===== src/rtl/uart_tx_serializer.sv =====
// 8N1 UART transmitter: sends one byte per accepted request on an idle-high line.
// Requests that arrive while a frame is in flight are dropped; there is no buffering.
module uart_tx_serializer #(
  parameter int unsigned CLKS_PER_BIT = 868,
  parameter bit          EDGE_START   = 1'b1
) (
  input  logic       clk,
  input  logic       rst,
  input  logic       tx_start,
  input  logic [7:0] byte_to_send,
  output logic       tx,
  output logic       tx_busy,
  output logic       tx_done
);

  localparam int unsigned CW = $clog2(CLKS_PER_BIT);
  localparam logic [CW-1:0] CNT_MAX = CW'(CLKS_PER_BIT - 1);

  localparam logic [1:0] S_IDLE  = 2'd0;
  localparam logic [1:0] S_START = 2'd1;
  localparam logic [1:0] S_DATA  = 2'd2;
  localparam logic [1:0] S_STOP  = 2'd3;

  logic [1:0]    state_q, state_d;
  logic [CW-1:0] cnt_q, cnt_d;
  logic [2:0]    idx_q, idx_d;
  logic [7:0]    shreg_q, shreg_d;
  logic          start_prev;
  logic          tx_d, busy_d, done_d;
  logic          req;
  logic          bit_end;

  // Edge mode only fires on a low-to-high transition seen by start_prev.
  assign req     = EDGE_START ? (tx_start & ~start_prev) : tx_start;
  assign bit_end = (cnt_q == CNT_MAX);

  always_comb begin
    state_d = state_q;
    cnt_d   = cnt_q;
    idx_d   = idx_q;
    shreg_d = shreg_q;
    tx_d    = tx;
    busy_d  = tx_busy;
    done_d  = 1'b0;
    unique case (state_q)
      S_IDLE: begin
        tx_d   = 1'b1;
        busy_d = 1'b0;
        if (req) begin
          shreg_d = byte_to_send;
          tx_d    = 1'b0;
          busy_d  = 1'b1;
          cnt_d   = '0;
          state_d = S_START;
        end
      end
      S_START: begin
        if (bit_end) begin
          cnt_d   = '0;
          idx_d   = 3'd0;
          tx_d    = shreg_q[0];
          state_d = S_DATA;
        end else begin
          cnt_d = cnt_q + 1'b1;
        end
      end
      S_DATA: begin
        if (bit_end) begin
          cnt_d = '0;
          if (idx_q == 3'd7) begin
            tx_d    = 1'b1;
            state_d = S_STOP;
          end else begin
            // Shift so the next bit to send always sits at shreg_q[0].
            idx_d   = idx_q + 3'd1;
            shreg_d = {1'b0, shreg_q[7:1]};
            tx_d    = shreg_q[1];
          end
        end else begin
          cnt_d = cnt_q + 1'b1;
        end
      end
      S_STOP: begin
        if (bit_end) begin
          cnt_d   = '0;
          tx_d    = 1'b1;
          busy_d  = 1'b0;
          done_d  = 1'b1;
          state_d = S_IDLE;
        end else begin
          cnt_d = cnt_q + 1'b1;
        end
      end
      default: begin
        tx_d    = 1'b1;
        busy_d  = 1'b0;
        cnt_d   = '0;
        state_d = S_IDLE;
      end
    endcase
  end

  always_ff @(posedge clk or posedge rst) begin
    if (rst) begin
      state_q    <= S_IDLE;
      cnt_q      <= '0;
      idx_q      <= 3'd0;
      shreg_q    <= 8'd0;
      start_prev <= 1'b0;
      tx         <= 1'b1;
      tx_busy    <= 1'b0;
      tx_done    <= 1'b0;
    end else begin
      state_q    <= state_d;
      cnt_q      <= cnt_d;
      idx_q      <= idx_d;
      shreg_q    <= shreg_d;
      start_prev <= tx_start;
      tx         <= tx_d;
      tx_busy    <= busy_d;
      tx_done    <= done_d;
    end
  end

endmodule


===== config.mk =====
export PLATFORM = sky130hd
export DESIGN_NAME = uart_tx_serializer
export DESIGN_NICKNAME = d
export VERILOG_FILES = /design/src/rtl/uart_tx_serializer.sv
export SDC_FILE = /design/constraint.sdc
export NUM_CORES = 1
export LEC_CHECK = 0
export BUFFER_PORTS_ARGS = -buffer_cell sky130_fd_sc_hd__buf_2
export CAP_MARGIN = 20
export CORE_MARGIN = 1
export CORE_UTILIZATION = 40
export CTS_CLUSTER_SIZE = 10
export DETAILED_ROUTE_END_ITERATION = 10
export MAX_ROUTING_LAYER = met4
export PLACE_DENSITY_LB_ADDON = 0.25
export RECOVER_POWER = 25
export REMOVE_ABC_BUFFERS = 1
export SYNTH_ARGS = -nofsm -noshare
export SYNTH_HDL_FRONTEND = slang
export SYNTH_SLANG_ARGS = --single-unit

===== constraint.sdc =====
create_clock -name clk -period 4 [get_ports clk]
set_input_delay 0 -clock clk [delete_from_list [all_inputs] [get_ports clk]]
set_output_delay 0 -clock clk [all_outputs]
set_load 0.03 [all_outputs]

==> results_tabular.tex, run 1 <==
\begin{tabular}{lr}
\hline
Metric & Value \\
\hline
\multicolumn{2}{l}{\textbf{Floorplanning}} \\
Core Area & 3661 um2 \\
Initial core utilization & 41.66\% \\
Y dimension of the die & 63.75 um \\
I/O pins & 14 \\
Standard-cell rows & 22 \\
Floorplan die area & 4064 um2 \\
Die width & 63.75 um \\
\multicolumn{2}{l}{\textbf{Placed design}} \\
Number of placed instances with taps included & 200 \\
Port Buffers & 13 \\
Half-perimeter wire length after placement & 1970 um \\
Final GP Congestion & 0.8225 \\
Worst setup slack after placement & 1.519 ns \\
\multicolumn{2}{l}{\textbf{CTS}} \\
Total number of H-tree levels & 1 \\
Clock transition at the registers of the reported paths & 0.09 ns \\
Largest buffer count on any clock path & 2 \\
Clock latency at the later pin of the worst-skew pair & 0.27 ns \\
Number of clock buffers inserted by TritonCTS & 3 \\
Clock tree root driver cell & sky130\_fd\_sc\_hd\_\_clkbuf\_8 \\
Buffer count from post-CTS setup fixing & 0 \\
Clock Sinks & 27 \\
TritonCTS clock tree & done \\
\multicolumn{2}{l}{\textbf{Worst setup path}} \\
Max incr delay on CP & 0.58 ns \\
Highest-delay cell along the critical path & sky130\_fd\_sc\_hd\_\_ha\_1 \\
Critical setup path kind & flop to flop \\
Element type at the critical path start & flop \\
CP arrival & 2.66 ns \\
CP Max Fanout & 18 \\
Nature of the critical path endpoint & flop \\
List of cells traversed by the critical path & inv\_1 -> ha\_1 -> nor2b\_1 -> nor2\_1 -> or4\_4 -> mux2\_4 \\
Required arrival time at the worst endpoint & 4.17 ns \\
\multicolumn{2}{l}{\textbf{Cells and area}} \\
Count of inserted antenna diode cells & 0 \\
Net count, final & 180 \\
Fraction of layout cells with a size suffix above 1 & 24.38\% \\
Area growth from synthesis to layout & 11.24\% \\
Post-Layout Cell Count & 208 \\
\multicolumn{2}{l}{\textbf{Synthesis}} \\
Dominant combinational cell family by area after synthesis & simple AND/OR/NAND/NOR gates \\
Post-synthesis register bit count & 27 \\
Cell types occupying the most area after synthesis & sky130\_fd\_sc\_hd\_\_dfrtp\_1 (43\%), sky130\_fd\_sc\_hd\_\_mux2\_4 (6.9\%), sky130\_fd\_sc\_hd\_\_mux2\_2 (6.6\%) \\
Cell type with the highest aggregate area in the netlist & sky130\_fd\_sc\_hd\_\_dfrtp\_1 \\
Syn\_area\_per\_cell & 10.52 um2 \\
Number of instances in the synthesized netlist & 145 \\
XOR/XNOR Fraction of Synth Area & 0\% \\
Ys flop type & sky130\_fd\_sc\_hd\_\_dfrtp\_1 \\
Part of the Yosys area used for sequential elements & 44.38\% \\
Post-synthesis adder-cell area fraction & 6.563\% \\
Share of synthesized area spent on multiplexers & 14.19\% \\
Number of synthesized flops with an enable pin & 0 \\
Share of the synthesized area in compound gates (AO/OA/AOI/OAI) & 10.91\% \\
Portion of synthesized cell area occupied by the leading cell type & 42.66\% \\
Share of synthesized cell area in and, or, nand and nor gates & 20.59\% \\
Yosys warning total & 0 \\
Number of different library cells in the post-synthesis netlist & 40 \\
Combined area of all synthesized cells & 1525 um2 \\
Async S/R FF share, synth & 100.0\% \\
\multicolumn{2}{l}{\textbf{Timing}} \\
Number of failing setup endpoints in the final timing report & 0 \\
Slew Viols, Final & 0 \\
Unrepaired setup endpoints after global routing & no \\
Final worst clock skew & 0.001854 ns \\
Min cycle time layout & 2.495 ns \\
Final hold vios & 0 \\
Period utilization & 62.39\% \\
Maximum achievable frequency & 0.4007 GHz \\
Actual transition at the worst max-transition pin & 1.187 ns \\
Slack of the critical path & 1.505 ns \\
Max-Slew Margin vs Limit & 20.85\% \\
Accumulated negative setup slack & 0 ns \\
\multicolumn{2}{l}{\textbf{GRT}} \\
First-pass GRT wire length & 5037 um \\
Gr ovfl total & 0 \\
Number of global-route vias before repair & 1134 \\
Pin count of the biggest net entering global routing & 28 \\
Global-route total usage across every layer & 16.31\% \\
Antenna violations before repair & 0 \\
\multicolumn{2}{l}{\textbf{Detailed routing}} \\
Drt wl/cell & 13.78 um \\
Residual DRC count & 0 \\
1st-pass router iterations & 4 \\
Routed Wire Length & 2866 um \\
Final ANT Viol Nets & 0 \\
DRT iter0 DRCs & 30 \\
Total via count in the routed design & 1124 \\
Via/cell ratio & 5.404 \\
\multicolumn{2}{l}{\textbf{Pwr}} \\
Worst supply voltage drop on vdd & 0.3665 mV \\
Static leakage power & 0.7808 nW \\
Total power draw & 1.108 mW \\
Pwr dens & 653.0 nW/um2 \\
\multicolumn{2}{l}{\textbf{Worst hold path}} \\
Classification of the worst-slack hold path & input pin to flop \\
\multicolumn{2}{l}{\textbf{Run status}} \\
Result of the run & completed \\
\multicolumn{2}{l}{\textbf{Flow run}} \\
Max-capacitance violation count & 0 \\
\hline
\end{tabular}
==> critical path, delay by kind of cell (launching register included) <==
kind	cells	cell delay, ns
buf+inv	1	0.12
simple gates	3	0.93
mux	1	0.33
fa+ha+maj	1	0.58
flops	1	0.42
==> cell type report <==
class	instances	area (um2)
tap	48	60.06
clock inverter	1	5.005
multi-input combinational	107	797.0
timing repair buffer	17	97.59
sequential	27	676.9
inverter	5	18.77
fill	342	1964
clock buffer	3	41.29
==> routing by layer <==
metal / global-route usage (%) / wire length (um) / up-vias
met5: - / 0 / -
met1: 18.52 / 1351 / 546
li1: - / - / 551
met4: 4.830 / 28 / 0
met3: 4.464 / 111 / 4
met2: 27.93 / 1375 / 23
==> synthesized netlist by cell type (all sizes together), types with 5 or more instances <==
cell type,n
nand2,16
ha,8
o21ai,9
inv,5
nor2,6
dfrtp,26
mux2,16
nand3,12
==> where the power goes <==
group	leakage, nW	internal [mW]	switching (mW)
Sequential	0.339	0.373	0.0812
Clock	0.0255	0.0699	0.0868
Combinational	0.417	0.240	0.256
Total	0.781	0.684	0.424
==> cell families after synthesis <==
logic type / Yosys count
DFF: 27
and+or+nand+nor: 57
muxes: 17
buffers and inverters: 11
AOI/OAI and AO/OA: 25
adders and majority gates: 8
==> final timing paths <==
check                                start          to  slack, ns  depth (start not counted)
setup reg to reg                state_q[0]  shreg_q[0]       1.50                          6
hold / removal             byte_to_send[5]  shreg_q[5]       0.08                          3
setup / recovery                state_q[0]  shreg_q[0]       1.50                          6
hold reg to reg                         tx          tx       0.48                          2
max in group asynchronous              rst     tx_busy       2.49                          4
min in group asynchronous              rst  shreg_q[6]       0.16                          3
==> what timing repair did <==
item / 4_1_cts / 5_1_grt
hold endpoints to repair: 2 / 26
hold buffers: 2 / 1
resized for setup: 0 / 0
==> sequential cells by signal, summed over array words and instances (netlist names) <==
name and count:
cnt_q 10, idx_q 3, shreg_q 8, start_prev 1
state_q 2, tx 1, tx_busy 1, tx_done 1
==> through the flow <==
| stage | area [um2] | util (%) | hold slack [ns] |
|---|---|---|---|
| finish | 1697 | 46.34 | 0.07757 |
| global route | 1697 | 46.34 | 0.08131 |
| CTS | 1684 | 46.00 | 0.001194 |
| detailed placement | 1618 | 44.19 | 0.1303 |
| global placement | 1618 | 44.19 | 0.1252 |
| floorplan | 1493 | - | 0.03143 |
==> cell usage in the layout, fill, tap and decap left out, drive strengths merged, types with 2 or more instances in the layout <==
master,netlist,layout
a21o,2,2
a21oi,3,3
a31oi,4,4
and2,2,2
buf,4,12
clkbuf,2,5
dfrtp,26,26
dlygate4sd3,0,3
ha,8,8
inv,5,5
mux2,16,16
nand2,16,16
nand3,12,12
nor2,6,6
nor3,4,4
o211ai,2,2
o21ai,9,9
or3,4,4
or4,4,4
No activity file was read; power rests on OpenSTA's default activity.
==> inputs of run 2 (changes only) <==
- ABC_AREA: default -> 1
- clock period: 4 -> 2.25 ns (I/O delays scaled with it)
==> run 2 against run 1 <==
Against the previous run: combinational power up 120%; design area up 4.5%; hold slack worse by 0.020 ns; setup slack worse by 0.95 ns; sequential power up 84%; critical path depth unchanged; first-iteration DRC count up 140%; sequential share of layout area down 1.7 points; via count up 17%; synthesized area up 4.1%; clock skew up 0.0043 ns; die area up 4.0%; critical endpoint is now idx_q[0]; highest routed layer unchanged.
==> results_tabular.tex, run 2 <==
\begin{tabular}{lr}
\hline
Metric & Value \\
\hline
\multicolumn{2}{l}{\textbf{Worst setup path}} \\
Required arrival time at the worst endpoint & 2.43 ns (-1.74 ns) \\
Nature of the critical path endpoint & flop \\
Element type at the critical path start & flop \\
CP arrival & 1.87 ns (-0.79 ns) \\
CP Max Fanout & 6 (-12) \\
Critical setup path kind & flop to flop \\
\multicolumn{2}{l}{\textbf{Synthesis}} \\
Most common cell in the synthesized netlist & sky130\_fd\_sc\_hd\_\_nand2\_1 \\
Portion of synthesized cell area occupied by the leading cell type & 40.98\% (-1.7 points) \\
Cell types occupying the most area after synthesis & sky130\_fd\_sc\_hd\_\_dfrtp\_1 (41\%), sky130\_fd\_sc\_hd\_\_nand2\_1 (17\%), sky130\_fd\_sc\_hd\_\_ha\_1 (6.3\%) \\
Number of different library cells in the post-synthesis netlist & 25 (-38\%) \\
Number of synthesized flops with an enable pin & 0 (unchanged) \\
Part of the Yosys area used for sequential elements & 42.63\% (-1.7 points) \\
Number of instances in the synthesized netlist & 203 (+40\%) \\
Async S/R FF share, synth & 100.0\% (unchanged) \\
Combined area of all synthesized cells & 1588 um2 (+4.1\%) \\
Yosys warning total & 0 (unchanged) \\
Cell type with the highest aggregate area in the netlist & sky130\_fd\_sc\_hd\_\_dfrtp\_1 \\
Syn\_area\_per\_cell & 7.822 um2 (-26\%) \\
Commonest cells in the netlist & sky130\_fd\_sc\_hd\_\_nand2\_1 (74), sky130\_fd\_sc\_hd\_\_dfrtp\_1 (26), sky130\_fd\_sc\_hd\_\_inv\_1 (23) \\
Post-synthesis register bit count & 27 (unchanged) \\
Ys flop type & sky130\_fd\_sc\_hd\_\_dfrtp\_1 \\
\multicolumn{2}{l}{\textbf{Floorplanning}} \\
Core Area & 3744 um2 (+2.3\%) \\
Y dimension of the die & 65.01 um (+2.0\%) \\
I/O pins & 14 (unchanged) \\
Initial core utilization & 42.41\% (+0.75 points) \\
Die width & 65.01 um (+2.0\%) \\
Floorplan die area & 4226 um2 (+4.0\%) \\
Standard-cell rows & 22 (unchanged) \\
\multicolumn{2}{l}{\textbf{Placed design}} \\
Half-perimeter wire length after placement & 2359 um (+20\%) \\
Final GP Congestion & 0.8770 (+6.6\%) \\
Placed Area & 1710 um2 (+5.7\%) \\
Port Buffers & 13 (unchanged) \\
\multicolumn{2}{l}{\textbf{Timing}} \\
Actual transition at the worst max-transition pin & 1.439 ns (+0.2519 ns) \\
Max-Slew Margin vs Limit & 4.057\% (-17 points) \\
Accumulated negative setup slack & 0 ns (unchanged) \\
Number of failing setup endpoints in the final timing report & 0 (unchanged) \\
Final-layout worst hold slack & 0.05737 ns (-0.02020 ns) \\
Final worst clock skew & 0.006201 ns (+0.004347 ns) \\
Slew Viols, Final & 0 (unchanged) \\
Min cycle time layout & 1.695 ns (-0.8005 ns) \\
Unrepaired setup endpoints after global routing & no \\
Maximum achievable frequency & 0.5900 GHz (+47\%) \\
Final hold vios & 0 (unchanged) \\
Period utilization & 75.33\% (+13 points) \\
\multicolumn{2}{l}{\textbf{Detailed routing}} \\
Residual DRC count & 0 (unchanged) \\
Routed Wire Length & 3127 um (+9.1\%) \\
1st-pass router iterations & 4 (unchanged) \\
Total via count in the routed design & 1319 (+17\%) \\
Drt wl/cell & 11.62 um (-16\%) \\
Final ANT Viol Nets & 0 (unchanged) \\
DRT iter0 DRCs & 73 (+140\%) \\
Via/cell ratio & 4.903 (-9.3\%) \\
\multicolumn{2}{l}{\textbf{Worst hold path}} \\
Classification of the worst-slack hold path & input pin to flop \\
\multicolumn{2}{l}{\textbf{CTS}} \\
Number of clock buffers inserted by TritonCTS & 3 (unchanged) \\
Clock latency at the later pin of the worst-skew pair & 0.28 ns (about the same) \\
Largest buffer count on any clock path & 2 (unchanged) \\
TritonCTS clock tree & done \\
Clock Sinks & 27 (unchanged) \\
Total number of H-tree levels & 1 (unchanged) \\
Number of instances resized during post-cts repair & 0 (unchanged) \\
Clock transition at the registers of the reported paths & 0.10 ns (about the same) \\
Clock tree root driver cell & sky130\_fd\_sc\_hd\_\_clkbuf\_8 \\
\multicolumn{2}{l}{\textbf{Cells and area}} \\
Regs by FF count & cnt\_q: 10 flops, shreg\_q: 8 flops, idx\_q: 3 flops \\
Finished Core Util & 47.36\% (+1.0 points) \\
Max reg flops & 10 (unchanged) \\
Most common library cell in the layout ignoring fill and taps & sky130\_fd\_sc\_hd\_\_nand2\_1 \\
Net count, final & 241 (+34\%) \\
Commonest non-fill, non-tap cells in the layout & sky130\_fd\_sc\_hd\_\_nand2\_1 (74), sky130\_fd\_sc\_hd\_\_dfrtp\_1 (26), sky130\_fd\_sc\_hd\_\_inv\_1 (23) \\
Count of inserted antenna diode cells & 0 (unchanged) \\
Area growth from synthesis to layout & 11.66\% \\
Final Cell Area & 1773 um2 (+4.5\%) \\
Register ranked first by flip-flop count & cnt\_q \\
Fraction of layout cells with a size suffix above 1 & 15.38\% (-9.0 points) \\
Filler cell count & 410 (+20\%) \\
\multicolumn{2}{l}{\textbf{GRT}} \\
Pin count of the biggest net entering global routing & 28 (unchanged) \\
First-pass GRT wire length & 5768 um (+15\%) \\
Gr ovfl total & 0 (unchanged) \\
Number of global-route vias before repair & 1358 (+20\%) \\
Global-route total usage across every layer & 18.33\% (+2.0 points) \\
Antenna violations before repair & 0 (unchanged) \\
\multicolumn{2}{l}{\textbf{Pwr}} \\
Total power draw & 2.218 mW (+100\%) \\
Worst supply voltage drop on vdd & 0.4425 mV (+21\%) \\
Static leakage power & 0.9195 nW (+18\%) \\
Pwr dens & 1251 nW/um2 (+92\%) \\
\multicolumn{2}{l}{\textbf{Flow run}} \\
Max-capacitance violation count & 0 (unchanged) \\
\multicolumn{2}{l}{\textbf{Run status}} \\
Result of the run & completed \\
\hline
\end{tabular}
## run 2: final timing paths
path	start	endpoint	slack (ns)	depth (start not counted)
setup reg to reg	state_q[0]	idx_q[0]	0.56	6
hold reg to reg	shreg_q[4]	shreg_q[4]	0.49	2
min in group asynchronous	rst	shreg_q[6]	0.73	4
hold / removal	byte_to_send[7]	shreg_q[7]	0.06	5
setup / recovery	state_q[0]	idx_q[0]	0.56	6
max in group asynchronous	rst	cnt_q[7]	0.67	4
## run 2: worst max-delay path, cell delays in order, from the launching register on
cell and delay, ns:
sky130_fd_sc_hd__dfrtp_1 0.43, sky130_fd_sc_hd__inv_1 0.12, sky130_fd_sc_hd__ha_1 0.39, sky130_fd_sc_hd__nand2_4 0.13
sky130_fd_sc_hd__o21ai_0 0.10, sky130_fd_sc_hd__nand4_1 0.20, sky130_fd_sc_hd__o21a_1 0.23
## run 2: logic make-up (layout without fill, tap and decap cells)
family                     count (synthesis)  count (layout)  share of synthesized area (%)
AOI/OAI and AO/OA                         16              16                          6.462
xor gates and xnor gates                   3               3                          1.655
adders and majority gates                  8               8                          6.304
buffers and inverters                     28              46                          7.014
DFF                                       27              27                          42.63
and+or+nand+nor                          121             121                          35.93
## run 2: report_power, final
part	total (mW)	leakage [nW]	switching [mW]	internal (mW)
clock	0.281	0.0255	0.157	0.124
sequential	0.837	0.349	0.158	0.679
combinational	1.10	0.545	0.725	0.374
total	2.22	0.920	1.04	1.18
## run 2: routing by layer
layer	global-route usage, %	wire, um	share of wire (%)	vias to the layer above
met4	7.500	46	1.5	0
met3	2.817	73	2.3	4
li1	-	-	-	689
met2	29.82	1475	47	20
met1	22.63	1532	49	606
met5	-	0	0	-
## run 2: through the flow
step | cells | setup slack (ns)
detailed placement | 263 | 0.5616
CTS | 269 | 0.5345
global route | 269 | 0.3331
finish | 269 | 0.5551
global placement | 263 | 0.5419
floorplan | 200 | 0.5318
## run 2: repair_timing
| item | CTS | global route |
|---|---|---|
| endpoints found under the hold margin | 27 | 0 |
| setup buffers | 0 | 0 |
| hold buffers | 2 | 0 |
## run 2: area by class of cell
cell class,count,area (um2),share of cell area (%)
Multi-Input combinational cell,148,799.5,45.10
Sequential cell,27,676.9,38.18
Timing Repair Buffer,17,96.34,5.434
Inverter,25,93.84,5.293
Tap cell,48,60.06,3.387
Clock buffer,3,41.29,2.329
Clock inverter,1,5.005,0.2823
==> inputs of run 3 (changes only) <==
- clock period: 2.25 -> 1.48 ns (I/O delays scaled with it)
==> run 3 against run 2 <==
Against the previous run: non-clock buffer count is 24 higher; critical path depth is 1 higher; combinational power is 110% higher; clock skew is 0.0021 ns lower; critical endpoint unchanged; count of clock-buffer cells in the layout stayed put; hold slack worse by 0.012 ns; design area is 16% higher; total power is 82% higher.
==> results_tabular.tex, run 3 (synthesis gave the netlist of run 2 again) <==
\begin{tabular}{lr}
\hline
Metric & Value \\
\hline
\multicolumn{2}{l}{\textbf{Timing}} \\
Maximum achievable frequency & 0.6838 GHz (+16\%) \\
Final worst clock skew & 0.004146 ns (-0.002054 ns) \\
Final-layout worst hold slack & 0.04575 ns (-0.01161 ns) \\
Final hold vios & 0 (unchanged) \\
Slack of the critical path & 0.01767 ns (-0.5374 ns) \\
Unrepaired setup endpoints after global routing & yes \\
Slew Viols, Final & 0 (unchanged) \\
Min cycle time layout & 1.462 ns (-0.2326 ns) \\
Max-Slew Margin vs Limit & 54.47\% (+50 points) \\
Number of failing setup endpoints in the final timing report & 0 (unchanged) \\
Period utilization & 98.81\% (+23 points) \\
Actual transition at the worst max-transition pin & 0.6830 ns (-0.7562 ns) \\
\multicolumn{2}{l}{\textbf{Detailed routing}} \\
Final ANT Viol Nets & 0 (unchanged) \\
DRT iter0 DRCs & 42 (-42\%) \\
Total via count in the routed design & 1401 (+6.2\%) \\
Via/cell ratio & 4.782 (-2.5\%) \\
Routed Wire Length & 3414 um (+9.2\%) \\
Drt wl/cell & 11.65 um (+0.24\%) \\
1st-pass router iterations & 4 (unchanged) \\
Residual DRC count & 0 (unchanged) \\
\multicolumn{2}{l}{\textbf{CTS}} \\
Clock Sinks & 27 (unchanged) \\
Clock transition at the registers of the reported paths & 0.10 ns (about the same) \\
Number of clock buffers inserted by TritonCTS & 3 (unchanged) \\
Clock latency at the later pin of the worst-skew pair & 0.27 ns (about the same) \\
Clock tree root driver cell & sky130\_fd\_sc\_hd\_\_clkbuf\_8 \\
Largest buffer count on any clock path & 2 (unchanged) \\
Total number of H-tree levels & 1 (unchanged) \\
TritonCTS clock tree & done \\
\multicolumn{2}{l}{\textbf{Floorplanning}} \\
Y dimension of the die & 65.01 um (unchanged) \\
I/O pins & 14 (unchanged) \\
Die width & 65.01 um (unchanged) \\
Initial core utilization & 42.41\% (unchanged) \\
Floorplan die area & 4226 um2 (unchanged) \\
Standard-cell rows & 22 (unchanged) \\
Core Area & 3744 um2 (unchanged) \\
\multicolumn{2}{l}{\textbf{Pwr}} \\
Combinational share of power & 58.4\% (+8.8 points) \\
Total power draw & 4.026 mW (+82\%) \\
Switching power summed over all nets & 1.785 mW (+72\%) \\
Relative contribution of the clock network to total power & 10.6\% (-2.1 points) \\
Relative contribution of sequential cells to total power & 30.9\% (-6.8 points) \\
Pwr dens & 1962 nW/um2 (+57\%) \\
Switching power share of the total & 44.34\% (-2.5 points) \\
Worst supply voltage drop on vdd & 0.7055 mV (+59\%) \\
Internal power consumption & 2.241 mW (+90\%) \\
Static leakage power & 1.043 nW (+13\%) \\
\multicolumn{2}{l}{\textbf{GRT}} \\
First-pass GRT wire length & 5927 um (+2.8\%) \\
Global-route total usage across every layer & 18.62\% (+0.29 points) \\
Gr ovfl total & 0 (unchanged) \\
Antenna violations before repair & 0 (unchanged) \\
Pin count of the biggest net entering global routing & 28 (unchanged) \\
Number of global-route vias before repair & 1354 (-0.29\%) \\
\multicolumn{2}{l}{\textbf{Worst setup path}} \\
Required arrival time at the worst endpoint & 1.65 ns (-0.78 ns) \\
Max incr delay on CP & 0.40 ns (-0.03 ns) \\
Highest-delay cell along the critical path & sky130\_fd\_sc\_hd\_\_dfrtp\_1 \\
Nature of the critical path endpoint & flop \\
CP Max Fanout & 5 (-1) \\
Element type at the critical path start & flop \\
List of cells traversed by the critical path & ha\_2 -> ha\_4 -> inv\_4 -> nand2\_4 -> o21ai\_2 -> nand4\_1 -> o21a\_1 \\
Critical setup path kind & flop to flop \\
CP arrival & 1.63 ns (-0.24 ns) \\
\multicolumn{2}{l}{\textbf{Cells and area}} \\
Filler cell count & 378 (-7.8\%) \\
Area growth from synthesis to layout & 29.24\% \\
Max reg flops & 10 (unchanged) \\
Register ranked first by flip-flop count & cnt\_q \\
Most common library cell in the layout ignoring fill and taps & sky130\_fd\_sc\_hd\_\_nand2\_1 \\
Net count, final & 265 (+10\%) \\
Regs by FF count & cnt\_q: 10 flops, shreg\_q: 8 flops, idx\_q: 3 flops \\
Fraction of layout cells with a size suffix above 1 & 32.65\% (+17 points) \\
Count of inserted antenna diode cells & 0 (unchanged) \\
Commonest non-fill, non-tap cells in the layout & sky130\_fd\_sc\_hd\_\_nand2\_1 (65), sky130\_fd\_sc\_hd\_\_dfrtp\_1 (26), sky130\_fd\_sc\_hd\_\_buf\_4 (24) \\
\multicolumn{2}{l}{\textbf{Run status}} \\
Result of the run & completed \\
\multicolumn{2}{l}{\textbf{Worst hold path}} \\
Classification of the worst-slack hold path & input pin to flop \\
\multicolumn{2}{l}{\textbf{Placed design}} \\
Port Buffers & 13 (unchanged) \\
Final GP Congestion & 0.7777 (-11\%) \\
Worst setup slack after placement & -0.06084 ns (-0.6224 ns) \\
Half-perimeter wire length after placement & 2398 um (+1.6\%) \\
\multicolumn{2}{l}{\textbf{Flow run}} \\
Max-capacitance violation count & 0 (unchanged) \\
\hline
\end{tabular}
## run 3: cell types whose count changed in the layout (fill, tap and decap cells not counted), sizes merged
cell / previous run / this run
buf: 14 / 38
## run 3: worst max-delay path, delay by kind of cell, from the launching register on
kind	cells	cell delay, ns
flip-flops	1	0.40
AND/OR/NAND/NOR	2	0.25
AO/OA/AOI/OAI	2	0.29
buffers and inverters	1	0.05
adder cells (fa/ha/maj)	2	0.37
## run 3: worst paths after layout
check / startpoint / to / slack (ns) / depth (start not counted)
worst max-delay path: idx_q[1] / idx_q[0] / 0.02 / 7
max in group asynchronous: rst / tx_done / 0.60 / 4
worst max register to register: idx_q[1] / idx_q[0] / 0.02 / 7
min in group asynchronous: rst / shreg_q[6] / 0.44 / 4
worst min register to register: shreg_q[5] / shreg_q[5] / 0.49 / 2
worst min-delay path: byte_to_send[7] / shreg_q[7] / 0.05 / 5
## run 3: metrics by stage
stage                     util (%)  cells   TNS, ns  area [um2]
after floorplan                  -    200    -2.110        1570
after detailed placement     49.63    281  -0.08424        1858
final                        54.81    293         0        2052
after CTS                    52.17    289         0        1953
after global routing         54.81    293   -0.5317        2052
after global placement       49.63    281  -0.02561        1858
## run 3: cell type report
cell class | instances | area, um2 | area share, %
Timing Repair Buffer | 41 | 290.3 | 14.15
Inverter | 25 | 96.34 | 4.695
Multi-Input combinational cell | 148 | 882.1 | 42.99
Clock inverter | 1 | 5.005 | 0.2439
Sequential cell | 27 | 676.9 | 32.99
Tap cell | 48 | 60.06 | 2.927
Clock buffer | 3 | 41.29 | 2.012
## run 3: power by group through the flow
stage | Combinational [mW] | Clock (mW) | Sequential, mW
after CTS | 2.18 | 0.450 | 1.22
final | 2.35 | 0.429 | 1.24
after detailed placement | 2.09 | 0 | 1.24
after floorplan | 1.28 | 0 | 1.28
after global placement | 2.06 | 0 | 1.23
after global routing | 2.66 | 0.473 | 1.28
## run 3: layer usage
layer | global-route usage, % | vias to the layer above | part of all wire [%]
met3 | 2.641 | 2 | 1.8
met4 | 5.000 | 0 | 0.67
met2 | 30.21 | 12 | 49
met5 | - | - | 0
li1 | - | 737 | -
met1 | 24.20 | 650 | 49
## run 3: repair_timing
| action | 4_1_cts | 5_1_grt |
|---|---|---|
| hold endpoints to repair | 27 | 0 |
| endpoints found under the setup margin | 10 | 17 |
| resized for setup | 9 | 19 |
| pin swaps | 4 | 8 |
| hold buffers | 2 | 0 |
| setup buffers | 2 | 4 |
